`src/rtl/traffic_phase_sequencer.sv`:
```
// Timed RED -> RED+YELLOW -> GREEN -> YELLOW phase sequencer.
// Define TLS_PED_EN to enable pedestrian early-green and ped_ack.
module traffic_phase_sequencer #(
  parameter int RED_CYCLES       = 16,
  parameter int RY_CYCLES        = 4,
  parameter int GREEN_CYCLES     = 20,
  parameter int MIN_GREEN_CYCLES = 8,
  parameter int YELLOW_CYCLES    = 6,
  parameter int CNT_W            = 8
) (
  input  logic clk,
  input  logic rstb,
  input  logic enable,
  input  logic ped_req,
  output logic ped_ack,
  output logic phase_a,
  output logic phase_b,
  output logic phase_start
);

  localparam longint MAX_DUR = 64'(1) << CNT_W;

  if (RED_CYCLES < 1 || RED_CYCLES > MAX_DUR) begin : g_bad_red
    $error("RED_CYCLES out of range");
  end
  if (RY_CYCLES < 1 || RY_CYCLES > MAX_DUR) begin : g_bad_ry
    $error("RY_CYCLES out of range");
  end
  if (GREEN_CYCLES < 1 || GREEN_CYCLES > MAX_DUR) begin : g_bad_grn
    $error("GREEN_CYCLES out of range");
  end
  if (YELLOW_CYCLES < 1 || YELLOW_CYCLES > MAX_DUR) begin : g_bad_yel
    $error("YELLOW_CYCLES out of range");
  end
  if (MIN_GREEN_CYCLES < 1 ||
      MIN_GREEN_CYCLES > GREEN_CYCLES) begin : g_bad_min
    $error("MIN_GREEN_CYCLES out of range");
  end

  typedef enum logic [1:0] {
    RED = 2'b00,
    RY  = 2'b01,
    GRN = 2'b10,
    YEL = 2'b11
  } phase_t;

  localparam logic [CNT_W-1:0] RED_LD = CNT_W'(RED_CYCLES - 1);
  localparam logic [CNT_W-1:0] RY_LD  = CNT_W'(RY_CYCLES - 1);
  localparam logic [CNT_W-1:0] GRN_LD = CNT_W'(GREEN_CYCLES - 1);
  localparam logic [CNT_W-1:0] YEL_LD = CNT_W'(YELLOW_CYCLES - 1);

  phase_t           state;
  phase_t           state_nxt;
  logic [CNT_W-1:0] cnt;
  logic [CNT_W-1:0] cnt_nxt;
  logic             early;
  logic             done;

  function automatic logic [CNT_W-1:0] load_val(input phase_t p);
    logic [CNT_W-1:0] v;
    v = RED_LD;
    unique case (p)
      RED: v = RED_LD;
      RY:  v = RY_LD;
      GRN: v = GRN_LD;
      YEL: v = YEL_LD;
    endcase
    return v;
  endfunction

  assign done = enable && (cnt == '0 || early);

  always_ff @(posedge clk or negedge rstb) begin
    if (!rstb) begin
      state       <= RED;
      cnt         <= RED_LD;
      phase_start <= 1'b0;
    end else begin
      state       <= state_nxt;
      cnt         <= cnt_nxt;
      phase_start <= done;
    end
  end

  always_comb begin
    state_nxt = state;
    cnt_nxt   = cnt;
    if (done) begin
      unique case (state)
        RED: state_nxt = RY;
        RY:  state_nxt = GRN;
        GRN: state_nxt = YEL;
        YEL: state_nxt = RED;
      endcase
      cnt_nxt = load_val(state_nxt);
    end else if (enable) begin
      cnt_nxt = cnt - CNT_W'(1);
    end
  end

  always_comb begin
    phase_a = state[1];
    phase_b = state[0];
  end

`ifdef TLS_PED_EN
  localparam logic [CNT_W-1:0] G_SAT  = CNT_W'(GREEN_CYCLES - 1);
  localparam logic [CNT_W-1:0] MIN_M1 = CNT_W'(MIN_GREEN_CYCLES - 1);

  logic [CNT_W-1:0] g_el;
  logic [CNT_W-1:0] g_el_nxt;
  logic             pend;
  logic             pend_nxt;
  logic             ack_nxt;

  assign early = (state == GRN) && pend && (g_el >= MIN_M1);

  always_comb begin
    g_el_nxt = g_el;
    if (enable) begin
      if (state != GRN || done)
        g_el_nxt = '0;
      else if (g_el != G_SAT)
        g_el_nxt = g_el + CNT_W'(1);
    end
  end

  // a request arriving on the serving edge survives as a new request
  always_comb begin
    ack_nxt  = done && (state == YEL) && pend;
    pend_nxt = (pend && !ack_nxt) || ped_req;
  end

  always_ff @(posedge clk or negedge rstb) begin
    if (!rstb) begin
      g_el    <= '0;
      pend    <= 1'b0;
      ped_ack <= 1'b0;
    end else begin
      g_el    <= g_el_nxt;
      pend    <= pend_nxt;
      ped_ack <= ack_nxt;
    end
  end
`else
  logic unused_ped_req;

  assign unused_ped_req = ped_req;
  assign early          = 1'b0;
  assign ped_ack        = 1'b0;
`endif

endmodule
```
`config.mk`:
```
export PLATFORM = sky130hd
export DESIGN_NAME = traffic_phase_sequencer
export DESIGN_NICKNAME = d
export VERILOG_FILES = /design/src/rtl/traffic_phase_sequencer.sv
export SDC_FILE = /design/constraint.sdc
export NUM_CORES = 1
export LEC_CHECK = 0
export CORE_ASPECT_RATIO = 0.75
export CORE_MARGIN = 3
export CORE_UTILIZATION = 31
export CTS_BUF_LIST = sky130_fd_sc_hd__clkbuf_4 sky130_fd_sc_hd__clkbuf_8
export DETAILED_ROUTE_END_ITERATION = 8
export SLEW_MARGIN = 30
export SYNTH_ARGS = -nofsm -noshare
export SYNTH_HDL_FRONTEND = slang
export SYNTH_SLANG_ARGS = --single-unit
export TNS_END_PERCENT = 20
```
`constraint.sdc`:
```
create_clock -name clk -period 1.95 [get_ports clk]
set_clock_uncertainty 0.05 [all_clocks]
set_input_delay 0.2925 -clock clk [delete_from_list [all_inputs] [get_ports clk]]
set_output_delay 0.2925 -clock clk [all_outputs]
set_load 0.01 [all_outputs]
```
==> flow_summary.ini <==
[run_status]
status = finished clean

[global_routing]
grt_first_pass_wirelength_mm = 2.373
gr-total-overflow = 0
grt_use_total = 0.1211
antenna_found_initial = 0
grt_max_degree = 12
grt_pass1_vias = 488

[place]
place_area_um2 = 762.0
dp_slack_ns = -0.04781
port_buffers = 5
hpwlAfterDp_um = 949.1
place.gp.congestion = 0.7965

[final_layout]
final_area_um2 = 792.0
drive_gt1_frac = 0.2267
nFillCells = 194
fin_nets = 86
syn2layout_area_growth_pct = 18.76
fin_util = 0.4234
antenna_cells = 0

[cts]
root_buffer = clkbuf_4
post_cts_buffers = 0
cts-resized-gates = 0
cts.sink_count = 11
cts_buffers = 3
clockBufferDepth = 2
cts_tree = done
clk_pin_slew_ns = 0.07
clock_latency_ns = 0.27
cts_htree_levels = 1
cts_hold_buf = 0

[floorplan]
dieArea_mm2 = 0.002749
io_pins = 8
initial_utilization = 0.3565
dieHeight_um = 46.17
std_cell_rows = 13
core_area_mm2 = 0.001871
die_w_um = 59.56

[pwr]
max-vdd-ir-drop_mv = 0.5366
p_leak_nw = 0.3608
p_per_area_mw_per_mm2 = 1361

[sta]
setup_viol = 0
worst_slew_pin_slew_ns = 0.5039
period_share = 0.9241
whs_ns = 0.3026
tns_ns = 0
fin_crit_ns = 1.802
slew_headroom = 0.6630
drv_slew = 0
hold_violations = 0
layout_setup_ws_ns = 0.1481
achievable-frequency_mhz = 555.0
rsz0062_at_grt = false

[routing]
postRouteAntennaNets = 0
drc = 0
wl_mm = 1.287
vias_per_cell = 5.113
dr.pass1.iters = 2
wl_per_cell_um = 13.27
vias = 496
first_iter_violations = 18

[synthesis]
yosys_warnings = 0
syn_area_um2 = 666.9
synth_seq_cells = 11
synth_cells = 64
syn_area_per_cell_um2 = 10.42
syn-num-nets = 74
ys_types = 29
synth-seq-area-share = 0.4203

[critical_path]
path_class = flop to flop
r2r_cells = 3
worstSetupEndpointType = flop
path_max_fanout = 5
cp-startpoint = cnt[5]
cp.arrival_ns = 1.91
crit_required_ns = 2.06
r2r_slack_ns = 0.15
r2r-end = state[1]
crit_path_start_kind = flop
timing.rr.start = cnt[5]

[min_path]
min_path_type = primary input to async pin

[job]
drv_cap = 0
registers in the layout, indices dropped and copies added (netlist names):
signal	count
phase_start	1
cnt	8
state	2
critical path, cell delays in order, from the launching register on:
cell,delay (ns)
dfrtp_1,0.42
or4_1,0.62
or2_4,0.30
mux2_4,0.30
synthesized netlist by cell type (all sizes together):
cell type	instances	share of area
nand2	3	0.017
mux2	3	0.056
nand4bb	1	0.017
o2111ai	1	0.013
or4b	1	0.015
or2	1	0.013
nor2b	2	0.019
dfstp	4	0.16
buf	2	0.019
o32a	1	0.015
nor3	4	0.030
and2	1	0.0094
a21oi	2	0.015
o21ai	5	0.038
inv	6	0.034
o221ai	1	0.013
o211a	1	0.015
nand2b	1	0.0094
o41ai	2	0.038
conb	1	0.0056
mux2i	1	0.015
o21a	1	0.011
or4	3	0.034
ha	6	0.11
nor2	3	0.017
dfrtp	7	0.26
how the worst max path moves through the flow:
stage	end	cells past startpoint
after detailed placement	cnt[5]	4
after global placement	cnt[5]	4
after CTS	state[1]	3
final	state[1]	3
after floorplan	state[1]	4
after global routing	cnt[6]	5
layout make-up:
cell class,instances,area [um^2],share of cell area
Timing Repair Buffer,9,80.08,0.1011
Inverter,6,22.52,0.02844
Multi-Input combinational cell,45,351.6,0.4439
Tap cell,22,27.53,0.03476
Sequential cell,11,280.3,0.3539
Clock buffer,4,30.03,0.03791
metal layers:
| layer | global-route usage | vias up | wire length [um] |
|---|---|---|---|
| met5 | 0 | - | 0 |
| met4 | 0.03982 | 0 | 13 |
| met3 | 0.05042 | 2 | 67 |
| met2 | 0.1590 | 8 | 552 |
| met1 | 0.1751 | 234 | 653 |
| li1 | - | 252 | - |
cells by family after synthesis:
kind of cell | count (synthesis) | synth area share
buffers and inverters | 8 | 0.05253
muxes | 4 | 0.07129
DFF | 11 | 0.4203
and+or+nand+nor | 20 | 0.1801
AOI/OAI and AO/OA | 14 | 0.1576
other | 1 | 0.005623
adders and majority gates | 6 | 0.1126
through the flow:
step	total power (W)	std cells
after global routing	0.001189	97
after detailed placement	0.0009081	93
final	0.001078	97
after CTS	0.001090	97
after floorplan	0.0007488	64
after global placement	0.0008890	93
cells in the final DEF, fill, tap and decap left out:
cell type / synthesis / final
o211a_1: 1 / 1
dfstp_2: 4 / 4
buf_4: 1 / 4
dfrtp_1: 7 / 7
o21ai_0: 5 / 5
and2_1: 1 / 1
o2111ai_1: 1 / 1
or4b_1: 1 / 1
or4_1: 3 / 3
a21oi_1: 2 / 2
o41ai_1: 1 / 1
clkdlybuf4s50_1: 0 / 5
o32a_1: 1 / 1
mux2_2: 2 / 2
nand2b_1: 1 / 1
mux2i_1: 1 / 1
nor3_1: 4 / 4
nor2_1: 3 / 3
nor2b_1: 2 / 2
ha_1: 6 / 6
inv_1: 6 / 6
clkbuf_4: 0 / 4
conb_1: 1 / 1
nand4bb_1: 1 / 1
or2_4: 1 / 1
o21a_1: 1 / 1
nand2_1: 3 / 3
o41ai_2: 1 / 1
mux2_4: 1 / 1
o221ai_1: 1 / 1
report_power, final:
part / leakage (nW) / total (W) / internal, W / switching (W)
clock network: 0.0184 / 0.000172 / 0.0000932 / 0.0000786
registers: 0.132 / 0.000456 / 0.000346 / 0.000110
logic: 0.210 / 0.000450 / 0.000236 / 0.000215
total: 0.361 / 0.00108 / 0.000675 / 0.000404
(Power assumes the default switching activity.)
